$ cat config.mk
export PLATFORM = sky130hd
export DESIGN_NAME = cpu_run_ctrl_flat
export DESIGN_NICKNAME = d
export VERILOG_FILES = /design/src/rtl/cpu_run_pkg.sv /design/src/rtl/cpu_run_ctrl_if.sv /design/src/rtl/run_cycle_counter.sv /design/src/rtl/cpu_run_ctrl.sv /design/src/flat_wrapper.sv
export SDC_FILE = /design/constraint.sdc
export NUM_CORES = 1
export LEC_CHECK = 0
export CORE_ASPECT_RATIO = 0.9
export CORE_MARGIN = 2
export CORE_UTILIZATION = 47
export CTS_CLUSTER_SIZE = 25
export DETAILED_ROUTE_END_ITERATION = 16
export PLACE_DENSITY = 0.67
export SLEW_MARGIN = 10
export SYNTH_ARGS = -nofsm -noshare
export SYNTH_HDL_FRONTEND = slang
export SYNTH_HIERARCHICAL = 1
export SYNTH_SLANG_ARGS = --single-unit
export TNS_END_PERCENT = 50
$ cat constraint.sdc
create_clock -name clk_i -period 5.2 [get_ports clk_i]
set_input_delay 0.52 -clock clk_i [delete_from_list [all_inputs] [get_ports clk_i]]
set_output_delay 0.52 -clock clk_i [all_outputs]
set_load 0.02 [all_outputs]
$ cat src/rtl/cpu_run_pkg.sv
// Shared types and defaults for the CPU run controller.
// Latency: n/a (declarations only).
// Backpressure: n/a.
package cpu_run_pkg;

    localparam int          CW_DEFAULT      = 16;
    localparam int unsigned TIMEOUT_DEFAULT = 60000;

    typedef enum logic [2:0] {
        IDLE,
        START,
        WAIT_LOW,
        RUN,
        REPORT,
        DONE
    } run_state_t;

    // Program index width; a single-program build still needs one bit.
    function automatic int idx_width(input int n);
        return (n > 1) ? $clog2(n) : 1;
    endfunction

endpackage

$ cat src/rtl/cpu_run_ctrl_if.sv
// Host/CPU run handshake bundle between the run controller and its environment.
// Latency: n/a (wires only).
// Backpressure: none; Ack is a level from the CPU, Go a level from the host.
// Signals: go (host request), ack (CPU halted), start (CPU start), prog_idx,
// busy, cycle_count, count_valid, timed_out, done.
// master = run controller, slave = host/CPU side.
interface cpu_run_ctrl_if #(
    parameter int NUM_PROGS = 3,
    parameter int CW        = cpu_run_pkg::CW_DEFAULT
);
    localparam int IW = cpu_run_pkg::idx_width(NUM_PROGS);

    logic          go;
    logic          ack;
    logic          start;
    logic [IW-1:0] prog_idx;
    logic          busy;
    logic [CW-1:0] cycle_count;
    logic          count_valid;
    logic          timed_out;
    logic          done;

    modport master (
        input  go, ack,
        output start, prog_idx, busy, cycle_count, count_valid, timed_out, done
    );

    modport slave (
        output go, ack,
        input  start, prog_idx, busy, cycle_count, count_valid, timed_out, done
    );

endinterface

$ cat src/rtl/run_cycle_counter.sv
// Saturating per-run cycle counter with a limit-hit flag.
// Latency: count_o/hit_o are combinational and already include the current cycle.
// Backpressure: none; counts whenever enable_i is high, saturates at limit_i.
// Ports: clk_i, rst_i, clear_i, enable_i, limit_i -> count_o, hit_o.
module run_cycle_counter
    import cpu_run_pkg::*;
#(
    parameter int CW = CW_DEFAULT
) (
    input  logic          clk_i,
    input  logic          rst_i,
    input  logic          clear_i,
    input  logic          enable_i,
    input  logic [CW-1:0] limit_i,
    output logic [CW-1:0] count_o,
    output logic          hit_o
);

    logic [CW-1:0] cnt_q;
    logic [CW-1:0] cnt_d;

    // count_o is the value the counter will hold after this edge, so the
    // controller can report "cycles including the one Ack was seen in"
    // without an extra pipeline stage.
    always_comb begin
        count_o = (cnt_q >= limit_i) ? cnt_q : cnt_q + 1'b1;
        cnt_d   = cnt_q;
        if (clear_i) begin
            cnt_d = '0;
        end else if (enable_i) begin
            cnt_d = count_o;
        end
    end

    assign hit_o = enable_i && !clear_i && (count_o >= limit_i);

    always_ff @(posedge clk_i or posedge rst_i) begin
        if (rst_i) begin
            cnt_q <= '0;
        end else begin
            cnt_q <= cnt_d;
        end
    end

endmodule

$ cat src/rtl/cpu_run_ctrl.sv
// Host-side run controller: pulses Start per program, times each run to Ack, watchdogs hangs.
// Latency: Start rises 1 cycle after Go; report 1 cycle after Ack/timeout edge; Done 1 cycle later.
// Backpressure: Go ignored while busy; Ack ignored during Start.
// Ports: clk_i, rst_i (async, active-high), bus (cpu_run_ctrl_if.master).
module cpu_run_ctrl
    import cpu_run_pkg::*;
#(
    parameter int          NUM_PROGS      = 3,
    parameter int          START_CYCLES   = 2,
    parameter int unsigned TIMEOUT_CYCLES = TIMEOUT_DEFAULT,
    parameter int          CW             = CW_DEFAULT
) (
    input  logic           clk_i,
    input  logic           rst_i,
    cpu_run_ctrl_if.master bus
);

    localparam int            IW         = idx_width(NUM_PROGS);
    localparam int            SCW        = (START_CYCLES > 1) ? $clog2(START_CYCLES) : 1;
    localparam logic [SCW-1:0] START_LAST = SCW'(START_CYCLES - 1);
    localparam logic [IW-1:0]  LAST_IDX   = IW'(NUM_PROGS - 1);
    localparam logic [CW-1:0]  LIMIT      = CW'(TIMEOUT_CYCLES);

    run_state_t     state_q;
    logic           start_q;
    logic           busy_q;
    logic [IW-1:0]  prog_idx_q;
    logic [CW-1:0]  cycle_count_q;
    logic           count_valid_q;
    logic           timed_out_q;
    logic           done_q;
    logic [SCW-1:0] start_cnt_q;

    logic           cnt_clr;
    logic           cnt_en;
    logic [CW-1:0]  cnt_val;
    logic           cnt_hit;

    // Counter is cleared on the edge that enters START, so it sits at zero
    // when the first WAIT_LOW cycle begins counting.
    assign cnt_clr = ((state_q == IDLE) && bus.go) ||
                     ((state_q == REPORT) && (prog_idx_q != LAST_IDX));
    assign cnt_en  = (state_q == WAIT_LOW) || (state_q == RUN);

    run_cycle_counter #(.CW(CW)) u_cnt (
        .clk_i    (clk_i),
        .rst_i    (rst_i),
        .clear_i  (cnt_clr),
        .enable_i (cnt_en),
        .limit_i  (LIMIT),
        .count_o  (cnt_val),
        .hit_o    (cnt_hit)
    );

    always_ff @(posedge clk_i or posedge rst_i) begin
        if (rst_i) begin
            state_q       <= IDLE;
            start_q       <= 1'b0;
            busy_q        <= 1'b0;
            prog_idx_q    <= '0;
            cycle_count_q <= '0;
            count_valid_q <= 1'b0;
            timed_out_q   <= 1'b0;
            done_q        <= 1'b0;
            start_cnt_q   <= '0;
        end else begin
            count_valid_q <= 1'b0;
            done_q        <= 1'b0;
            case (state_q)
                IDLE: begin
                    if (bus.go) begin
                        state_q     <= START;
                        start_q     <= 1'b1;
                        busy_q      <= 1'b1;
                        prog_idx_q  <= '0;
                        start_cnt_q <= '0;
                    end
                end
                START: begin
                    if (start_cnt_q == START_LAST) begin
                        start_q <= 1'b0;
                        state_q <= WAIT_LOW;
                    end else begin
                        start_cnt_q <= start_cnt_q + 1'b1;
                    end
                end
                WAIT_LOW, RUN: begin
                    // Watchdog wins over a coincident Ack; an Ack seen in
                    // WAIT_LOW is stale halt from the previous program.
                    if (cnt_hit || ((state_q == RUN) && bus.ack)) begin
                        state_q       <= REPORT;
                        count_valid_q <= 1'b1;
                        cycle_count_q <= cnt_val;
                        timed_out_q   <= cnt_hit;
                    end else if ((state_q == WAIT_LOW) && !bus.ack) begin
                        state_q <= RUN;
                    end
                end
                REPORT: begin
                    if (prog_idx_q == LAST_IDX) begin
                        state_q <= DONE;
                        done_q  <= 1'b1;
                    end else begin
                        prog_idx_q  <= prog_idx_q + 1'b1;
                        state_q     <= START;
                        start_q     <= 1'b1;
                        start_cnt_q <= '0;
                    end
                end
                DONE: begin
                    busy_q  <= 1'b0;
                    state_q <= IDLE;
                end
                default: state_q <= IDLE;
            endcase
        end
    end

    assign bus.start       = start_q;
    assign bus.busy        = busy_q;
    assign bus.prog_idx    = prog_idx_q;
    assign bus.cycle_count = cycle_count_q;
    assign bus.count_valid = count_valid_q;
    assign bus.timed_out   = timed_out_q;
    assign bus.done        = done_q;

endmodule

$ cat src/flat_wrapper.sv
// flat-port wrapper written by rule: the top's interface ports become plain ports
module cpu_run_ctrl_flat import cpu_run_pkg::*;
#(
    parameter int          NUM_PROGS      = 3,
    parameter int          START_CYCLES   = 2,
    parameter int unsigned TIMEOUT_CYCLES = TIMEOUT_DEFAULT,
    parameter int          CW             = CW_DEFAULT
)
  (clk_i, rst_i, bus_go, bus_ack, bus_start, bus_prog_idx, bus_busy, bus_cycle_count, bus_count_valid, bus_timed_out, bus_done);
  cpu_run_ctrl_if #(.NUM_PROGS(NUM_PROGS), .CW(CW)) bus_i ();
  input  logic clk_i;
  input  logic rst_i;
  input wire logic [$bits(bus_i.go)-1:0] bus_go;
  input wire logic [$bits(bus_i.ack)-1:0] bus_ack;
  output wire logic [$bits(bus_i.start)-1:0] bus_start;
  output wire logic [$bits(bus_i.prog_idx)-1:0] bus_prog_idx;
  output wire logic [$bits(bus_i.busy)-1:0] bus_busy;
  output wire logic [$bits(bus_i.cycle_count)-1:0] bus_cycle_count;
  output wire logic [$bits(bus_i.count_valid)-1:0] bus_count_valid;
  output wire logic [$bits(bus_i.timed_out)-1:0] bus_timed_out;
  output wire logic [$bits(bus_i.done)-1:0] bus_done;
  assign bus_i.go = bus_go;
  assign bus_i.ack = bus_ack;
  assign bus_start = bus_i.start;
  assign bus_prog_idx = bus_i.prog_idx;
  assign bus_busy = bus_i.busy;
  assign bus_cycle_count = bus_i.cycle_count;
  assign bus_count_valid = bus_i.count_valid;
  assign bus_timed_out = bus_i.timed_out;
  assign bus_done = bus_i.done;
  cpu_run_ctrl #(.NUM_PROGS(NUM_PROGS), .START_CYCLES(START_CYCLES), .TIMEOUT_CYCLES(TIMEOUT_CYCLES), .CW(CW)) u_core (.clk_i(clk_i), .rst_i(rst_i), .bus(bus_i));
endmodule
# After elaboration in Yosys (flattened, before gate mapping)
# Index checks and enable logic that the tools add are counted.
# W data, S select, Z words.
classes:
  add_sub_neg: 3
  mul: 0
  div_mod_pow: 0
  magnitude_cmp: 2
  eq_ne: 11
  shift: 0
  n_mux: 25
  bitwise_logic: 0
  reduce_logical: 23
ops:
  columns: ["operator", "n"]
  rows:
  - ["$mux W16", 3]
  - ["$ge A16 B16 Y1 const B", 2]
  - ["$add A16 B1 Y16 const B", 1]
  - ["$mux W3", 5]
  - ["$pmux W3 S4", 1]
  - ["$mux W1", 10]
  - ["$reduce_and A3 Y1", 3]
  - ["$eq A3 B2 Y1 const B", 2]
  - ["$eq A3 B3 Y1 const B", 2]
  - ["$logic_and A1 B1 Y1", 6]
  - ["$ne A2 B2 Y1 const B", 3]
  - ["$pmux W1 S3", 2]
  - ["$reduce_bool A2 Y1", 3]
  - ["$mux W2", 2]
  - ["$pmux W2 S2", 1]
  - ["$reduce_and A2 Y1", 2]
  - ["$reduce_and A4 Y1", 1]
  - ["$eq A3 B1 Y1 const B", 1]
  - ["$logic_not A3 Y1", 1]
  - ["$logic_or A1 B1 Y1", 3]
  - ["$ne A3 B1 Y1 const B", 1]
  - ["$reduce_bool A3 Y1", 1]
  - ["$add A2 B1 Y2 const B", 1]
  - ["$eq A2 B2 Y1 const B", 1]
  - ["5 further kinds", 6]
word_totals:
  ff_bits: 43
  latch_bits: 0
  ramBits: 0
  romBits: 0
  output_inout_bits: 23
  elab_cells: 74
  n_memories: 0

# Logic depth before layout (Yosys ltp)
# Gate-level depths: netlist of the first run.
logic_depth:
  ltp_word: 9
  ltp_mapped: 21

# Modules after synthesis
# The synthesis of the first run kept the hierarchy.
modules_own_cells:
  columns: ["mod", "instances", "cells_per_inst", "area_each_um2", "seq_area_each_um2"]
  rows:
  - ["run_cycle_counter", 1, 222, 1870.5, 400.4]
  - ["cpu_run_ctrl", 1, 91, 1201.2, 675.6]

# Worst setup path before layout of the first run
# OpenSTA, ideal clock, no wires.
synth_timing:
  path_type: "register -> register"
  from: "reg u_core.u_cnt.cnt_q[12]"
  to: "reg u_core.cycle_count_q[0] (netlist: u_core/bus.cycle_count[0])"
  setup_ps: 125
  arrival_ps: 4184
  required_ps: 5075
  slack_ps: 891
  path_stages_with_launch: 21
  path_buffers: 3
  period_less_slack_ps: 4309
  path_cell_list: "dfrtp_1 ha_1 nand4_1 or4_1 nor4_4 nor3_2 buf_2 nand3_1 xnor2_1 ha_1 a21oi_1 o21ai_0 a21o_1 a211oi_1 nor2_1 o311a_1 a21oi_2 nor2b_4 buf_6 buf_12 mux2_4"
synth_between:
  elab_chain_cells: 6
  elab_cells_between_ends: 7
  cone_classes: "1 x add/sub; 2 x order compare; 1 x mux; 3 x reduce/logical"
synth_rtl:
  columns: ["item", "line", "rtl"]
  rows:
  - ["start: declaration", "run_cycle_counter.sv:19", "logic [CW-1:0] cnt_q;"]
  - ["start signal: assignment", "run_cycle_counter.sv:41", "cnt_q <= cnt_d;"]
  - ["$ge A16 B16 Y1", "run_cycle_counter.sv:26", "count_o = (cnt_q >= limit_i) ? cnt_q : cnt_q + 1'b1;"]
  - ["$mux W16", "run_cycle_counter.sv:26", null]
  - ["net u_core.cnt_val[9]", "cpu_run_ctrl.sv:36", "logic [CW-1:0] cnt_val;"]
  - ["$ge A16 B16 Y1", "run_cycle_counter.sv:35", "assign hit_o = enable_i && !clear_i && (count_o >= limit_i);"]
  - ["$logic_and A1 B1 Y1", "run_cycle_counter.sv:35", null]
  - ["net u_core.cnt_hit", "cpu_run_ctrl.sv:37", "logic cnt_hit;"]
  - ["$logic_or A1 B1 Y1", "cpu_run_ctrl.sv:90", "if (cnt_hit || ((state_q == RUN) && bus.ack)) begin"]
  - ["$reduce_and A2 Y1 (no source line)", null, null]
  - ["end signal: assignment", "cpu_run_ctrl.sv:93", "cycle_count_q <= cnt_val;"]
  - ["end: declaration", "cpu_run_ctrl.sv:28", "logic [CW-1:0] cycle_count_q;"]
# The timed path passes the listed nets, and every way through them passes these cells.
# A chain may end at the register's enable or synchronous reset.

# Worst setup path after layout of the first run
layout_timing:
  from: "reg u_core.u_cnt.cnt_q[12]"
  to: "reg u_core.cycle_count_q[12] (netlist: u_core/bus.cycle_count[12])"
# The elaborated chain is that of the path after synthesis.

==> results of run 1 <==
state kept, by name, indices dropped and copies added (netlist names):
signal,count
u_core/bus.cycle_count,16
u_core/bus.start,1
u_core/start_cnt_q,1
u_core/bus.prog_idx,2
u_core/bus.count_valid,1
u_core/u_cnt/cnt_q,16
u_core/state_q,3
u_core/bus.busy,1
u_core/bus.done,1
u_core/bus.timed_out,1
area by class of cell:
cell class / count / area, µm² / share of cell area
multi-input combinational: 239 / 1849 / 0.5179
sequential: 43 / 1076 / 0.3013
timing repair buffer: 31 / 310.3 / 0.08690
inverter: 33 / 123.9 / 0.03469
tap: 87 / 108.9 / 0.03048
clock buffer: 6 / 72.57 / 0.02032
clock inverter: 1 / 30.03 / 0.008409
repair_timing:
action | 4_1_cts | 5_1_grt
endpoints found under the hold margin | 0 | 0
buffers inserted | 0 | 1
endpoints found under the setup margin | 0 | 16
gates resized for setup | 0 | 1
power breakdown:
part           internal (mW)  total, mW  switching [mW]
logic                  0.209      0.443           0.234
registers              0.387      0.459          0.0720
clock network          0.141      0.250           0.110
critical path, delay by kind of cell (launching register included):
kind,cells,cell delay (ns)
compound gates,6,1.32
buf+inv,1,0.18
simple gates,5,1.29
mux,2,0.74
fa+ha+maj,2,0.63
flops,1,0.45
kinds of logic (layout without fill, tap and decap cells):
family / Yosys count / in the layout / synth area share
buffers and inverters: 46 / 71 / 0.06802
adder cells (fa/ha/maj): 34 / 34 / 0.1385
flip-flops: 43 / 43 / 0.3503
XOR/XNOR: 24 / 24 / 0.07088
multiplexers: 18 / 18 / 0.07536
AO/OA/AOI/OAI: 56 / 56 / 0.1214
other: 2 / 17 / 0.002445
AND/OR/NAND/NOR: 90 / 90 / 0.1731
path summary, 6_finish.rpt:
| kind | from | endpoint | slack [ns] | cells after the start |
|---|---|---|---|---|
| setup reg to reg | u_core/u_cnt/cnt_q[12] | u_core/bus.cycle_count[12] | 0.49 | 16 |
| setup / recovery | u_core/u_cnt/cnt_q[12] | u_core/bus.cycle_count[12] | 0.49 | 16 |
| hold / removal | u_core/bus.cycle_count[9] | u_core/bus.cycle_count[9] | 0.51 | 1 |
| hold reg to reg | u_core/bus.cycle_count[9] | u_core/bus.cycle_count[9] | 0.51 | 1 |
| min in group asynchronous | rst_i | u_core/u_cnt/cnt_q[2] | 0.62 | 2 |
| max in group asynchronous | rst_i | u_core/bus.cycle_count[11] | 3.81 | 2 |
cells in the mapped netlist (2+ instances only):
cell,number
xor2_1,2
xnor2_1,21
a21o_1,7
nand4_1,7
a211o_1,2
nor4b_2,2
inv_1,32
nor2_1,16
nand2b_1,3
buf_6,2
mux2_2,8
o21a_1,2
nor3_1,2
o21ai_0,11
o31ai_1,2
nor4b_1,3
nor4_1,11
dfrtp_1,43
and2_1,2
nand2_1,16
and3_1,6
nand3_1,13
mux2_4,8
conb_1,2
a21oi_1,17
o211ai_1,3
nor2b_4,2
clkbuf_1,7
nor3_2,2
ha_1,34
routing by layer:
metal,vias to the layer above,share of wire,track usage,wire [µm]
met1,1111,0.50,0.2791,3152
met5,-,0,0,0
met3,7,0.041,0.03186,258
li1,1166,-,-,-
met4,0,0.011,0.06119,67
met2,47,0.45,0.2941,2861
per-stage QoR:
step	instances	worst slack, ns	hold WS (ns)	util	instance area [µm²]
after floorplan	328	0.8907	0.4337	-	3128
after global placement	432	0.3987	0.4939	0.5537	3442
after detailed placement	432	0.2458	0.4979	0.5537	3442
after CTS	439	0.2356	0.5159	0.5703	3545
after global routing	440	0.2161	0.5264	0.5745	3571
final	440	0.4940	0.5099	0.5745	3571
==> key figures, run 1 <==
Synth
  • YS warnings: 6
  • Mapped cell area: 0.003072 mm²
  • Post-synthesis cell type count: 55
  • Most area-hungry cell type in the Yosys netlist: dfrtp_1
  • Cells after Synth: 313
  • Post-synth EDFFs: 0
  • Post-Syn Area per Cell: 9.814 µm²
  • Post-synthesis register bit count: 43
  • Main area contributors after synthesis: dfrtp_1 (35%), ha_1 (14%), xnor2_1 (6.0%)
  • Seq/Total Area, Yosys: 0.3503
  • Async set-reset flop share out of synthesis: 1.000
  • Dominant synthesized flop cell: dfrtp_1
  • Yosys top cell area share: 0.3503

Floorplanning
  • Die Height: 80.70 µm
  • DIE AREA: 0.007199 mm²
  • Num rows: 27
  • IO Pins: 27
  • Starting Density: 0.4942
  • Die X-Extent: ~89 µm
  • Core Area: ~0.0062 mm²

STA
  • Period minus WS final: 4.706 ns
  • Final hold viol count: 0
  • RSZ-0062 raised after global routing: no
  • Clock skew: 0.006206 ns
  • Final TNS setup: 0 ns
  • Period utilisation layout: 0.9050
  • FMAX: ~210 MHz
  • Final setup fails: 0
  • Measured slew at the worst slew-check pin: 0.9972 ns
  • Max_slew headroom: 0.3345
  • Slew Limit Fails: 0

Finish
  • Layout cells sized above 1: 0.1133
  • Synth-to-Final Area Change: 16.25%
  • Commonest non-fill, non-tap cells in the layout: dfrtp_1 (43), ha_1 (34), inv_1 (32), clkdlybuf4s50_1 (26), xnor2_1 (21)
  • Most common cell after layout, fill and taps aside: dfrtp_1
  • NumNets Final: 391
  • Fillers: 551
  • N_diodes: 0

Routing
  • Detailed Routing Iterations Pass 1: 4
  • Routed Antenna Nets: 0
  • WL final: between 6 and 7 mm
  • Iter 0 DRT Violations: 93
  • DRC Markers: 0
  • Post-DR wirelength/cell: 14.41 µm
  • Vias/cell: 5.298
  • Routed via count: 2,331

Place
  • Gpl congestion: 0.8802
  • Dpl hpwl: 4.849 mm
  • # port buffers: 26

Clocking
  • CTS tree: done
  • Root Buffer: clkbuf_8
  • CTS max path bufs: 2
  • CTS H-tree lvls: 2
  • Clock transition at path regs: approximately 0.080 ns
  • TritonCTS Buffers: 5
  • Insertion delay to the later sink of the worst-skew pair: ~0.3 ns
  • Sink Count: 43
  • Post-CTS Hold Buffers: 0

Hold path
  • Hold Path Class: reg -> reg

Power and ir drop
  • Pwr/cell area: around 320 mW/mm²
  • Leakage: 1.699 nW
  • Worst IR Drop VDD: 0.1416 mV
  • Final Power: approximately 1.2 mW

Global routing
  • Grt ovf: 0
  • Number of global-route vias before repair: 2,184
  • Largest net degree at the start of global routing: 28
  • GRT Total Usage: 0.1936
  • First-pass GRT wire length: between 10 and 15 mm
  • Initial antenna violation count: 0

Setup path
  • Crit Path Class: reg -> reg
  • Worst Path Max Fanout: 18
  • Element type at the critical path start: flip-flop
  • Slowest stage delay, CP: about 0.6 ns
  • Critical-path cell list: ha_1, nand4_1, or4_1, nor4_4, nor3_4, mux2_1, ha_1, a21boi_0, o21ai_0, a211o_1, a2111oi_0, o311a_1, a21oi_2, nor2b_4, buf_12, mux2_2
  • Data arrival, critical path: 4.89 ns
  • Crit path required time: 5.38 ns
  • Top cell by count, worst path: ha_1
  • Critical-path top delay cell: or4_1
  • Crit path capture type: flip-flop

Flow run
  • Maxcap violations: 0

Run status
  • Status: completed
Power figures use the tool's default switching activity.
==> inputs of run 2 (changes only) <==
SKIP_LAST_GASP = 1   (was unset)
==> results of run 2 <==
The final DEF is identical to that of run 1; final timing and power are the same.
==> inputs of run 3 (changes only) <==
RECOVER_POWER = 25   (was unset)
==> run 3 against run 2 <==
  * Clock skew is essentially flat
  * Worst hold slack unchanged
  * Sequential power hardly changed
  * Via count about the same
==> key figures, run 3 (synthesis gave the netlist of run 1 again) <==
Run status
  • Status: completed

Floorplanning
  • Die X-Extent: 89.22 µm (unchanged)
  • Die Height: 80.70 µm (unchanged)
  • DIE AREA: 0.007199 mm² (unchanged)
  • Starting Density: 0.4942 (unchanged)
  • IO Pins: 27 (unchanged)
  • Num rows: 27 (unchanged)
  • Core Area: 0.006216 mm² (unchanged)

Finish
  • Commonest non-fill, non-tap cells in the layout: dfrtp_1 (43), ha_1 (34), inv_1 (32), clkdlybuf4s50_1 (24), xnor2_1 (21)
  • Final instance area: 0.003571 mm² (unchanged)
  • Utilization after layout: 0.5745 (unchanged)
  • N_diodes: 0 (unchanged)
  • Finished Layout Cells: 440 (unchanged)
  • Synth-to-Final Area Change: 16.25% (unchanged)
  • NumNets Final: 391 (unchanged)
  • Layout cells sized above 1: 0.1133 (unchanged)
  • Most common cell after layout, fill and taps aside: dfrtp_1

Global routing
  • Grt ovf: 0 (unchanged)
  • Number of global-route vias before repair: 2,184 (unchanged)
  • First-pass GRT wire length: 10.65 mm (unchanged)
  • GRT Total Usage: 0.1936 (unchanged)
  • Largest net degree at the start of global routing: 28 (unchanged)
  • Initial antenna violation count: 0 (unchanged)

STA
  • Final TNS setup: 0 ns (unchanged)
  • Hold Slack: 0.5099 ns (unchanged)
  • Final hold viol count: 0 (unchanged)
  • Clock skew: 0.006257 ns (+0.00005135 ns)
  • Max_slew headroom: 0.3349 (+0.0004830)
  • Measured slew at the worst slew-check pin: 0.9965 ns (-0.0007233 ns)
  • Period minus WS final: 4.706 ns (-0.0001250 ns)
  • Slew Limit Fails: 0 (unchanged)
  • Period utilisation layout: 0.9050 (about the same)
  • Final setup fails: 0 (unchanged)
  • Setup ws final: 0.4942 ns (+0.0001250 ns)
  • FMAX: 212.5 MHz (about the same)
  • RSZ-0062 raised after global routing: no

Setup path
  • WP buf/inv: 1 (unchanged)
  • Crit-path leading delay family: compound AO/OA/AOI/OAI gates
  • Critical-path cell list: ha_1, nand4_1, or4_1, nor4_4, nor3_4, mux2_1, ha_1, a21boi_0, o21ai_0, a211o_1, a2111oi_0, o311a_1, a21oi_2, nor2b_4, buf_12, mux2_2
  • Beginning of the critical path: u_core/u_cnt/cnt_q[12]
  • Crit path capture type: flip-flop
  • Worst Path Max Fanout: 18 (unchanged)
  • Top cell by count, worst path: ha_1
  • Crit Path Class: reg -> reg
  • Element type at the critical path start: flip-flop
  • Crit path required time: 5.38 ns (about the same)
  • Data arrival, critical path: 4.89 ns (about the same)
  • R2R Path Start: u_core/u_cnt/cnt_q[12]
  • Slowest stage delay, CP: 0.60 ns (about the same)
  • Critical-path top delay cell: or4_1

Flow run
  • Maxcap violations: 0 (unchanged)

Hold path
  • Hold Path Class: reg -> reg
  • Min-delay src: u_core/bus.cycle_count[9]

Clocking
  • TritonCTS Buffers: 5 (unchanged)
  • Clock transition at path regs: 0.08 ns (about the same)
  • Sink Count: 43 (unchanged)
  • CTS tree: done
  • Root Buffer: clkbuf_8
  • CTS max path bufs: 2 (unchanged)
  • CTS H-tree lvls: 2 (unchanged)
  • Post-CTS Hold Buffers: 0 (unchanged)
  • Insertion delay to the later sink of the worst-skew pair: 0.30 ns (about the same)

Place
  • Placed instance count: 432 (unchanged)
  • Pre-CTS setup slack: 0.2458 ns (unchanged)
  • # port buffers: 26 (unchanged)
  • Gpl congestion: 0.8802 (unchanged)
  • Placed cell areas: 0.003442 mm² (unchanged)
  • Dpl hpwl: 4.849 mm (unchanged)

Routing
  • Routed via count: 2,333 (+0.086%)
  • WL final: 6.336 mm (about the same)
  • DRC Markers: 0 (unchanged)
  • Detailed Routing Iterations Pass 1: 4 (unchanged)
  • Post-DR wirelength/cell: 14.40 µm (about the same)
  • Vias/cell: 5.302 (about the same)
  • Routed Antenna Nets: 0 (unchanged)
  • Iter 0 DRT Violations: 92 (-1.1%)

Power and ir drop
  • Final Power: 1.153 mW (about the same)
  • Leakage: 1.699 nW (about the same)
  • Worst IR Drop VDD: 0.1416 mV (about the same)
  • Pwr/cell area: 322.7 mW/mm² (about the same)
==> run 3: worst paths after layout <==
path | end | slack (ns) | depth (start not counted)
max in group asynchronous | u_core/bus.cycle_count[11] | 3.67 | 2
max | u_core/bus.cycle_count[12] | 0.49 | 16
min | u_core/bus.cycle_count[9] | 0.51 | 1
min in group asynchronous | u_core/u_cnt/cnt_q[2] | 0.75 | 2
min reg2reg | u_core/bus.cycle_count[9] | 0.51 | 1
max reg2reg | u_core/bus.cycle_count[12] | 0.49 | 16
==> run 3: routing by layer <==
layer  wire, µm  vias to the layer above  track usage
met5          0                        -            0
met2       2867                       47       0.2941
met4         67                        0      0.06119
li1           -                     1166            -
met3        258                        7      0.03186
met1       3143                     1113       0.2791
==> run 3: area by class of cell <==
class                   instances  area (µm²)
clock inverters                 1       30.03
flip-flops and latches         43        1076
fillers                       551        2645
well taps                      87       108.9
multi-input cells             239        1849
repair buffers                 31       310.3
inverters                      33       123.9
clock buffers                   6       72.57
==> run 3: what timing repair did <==
| item | CTS | global route |
|---|---|---|
| setup buffers | 0 | 1 |
| endpoints found under the setup margin | 0 | 16 |
| resized for setup | 0 | 1 |
==> run 3: worst register-to-register path, delay by kind of cell (launching register included) <==
kind	cells	cell delay, ns
flops	1	0.45
simple gates	5	1.29
compound gates	6	1.32
buf+inv	1	0.18
mux	2	0.75
fa+ha+maj	2	0.63
==> run 3: report_power, final <==
group	leakage (nW)	internal (mW)	switching (mW)	total, mW
Combinational	1.07	0.209	0.234	0.443
Clock	0.0513	0.141	0.110	0.250
Sequential	0.576	0.387	0.0719	0.459
Total	1.70	0.737	0.416	1.15
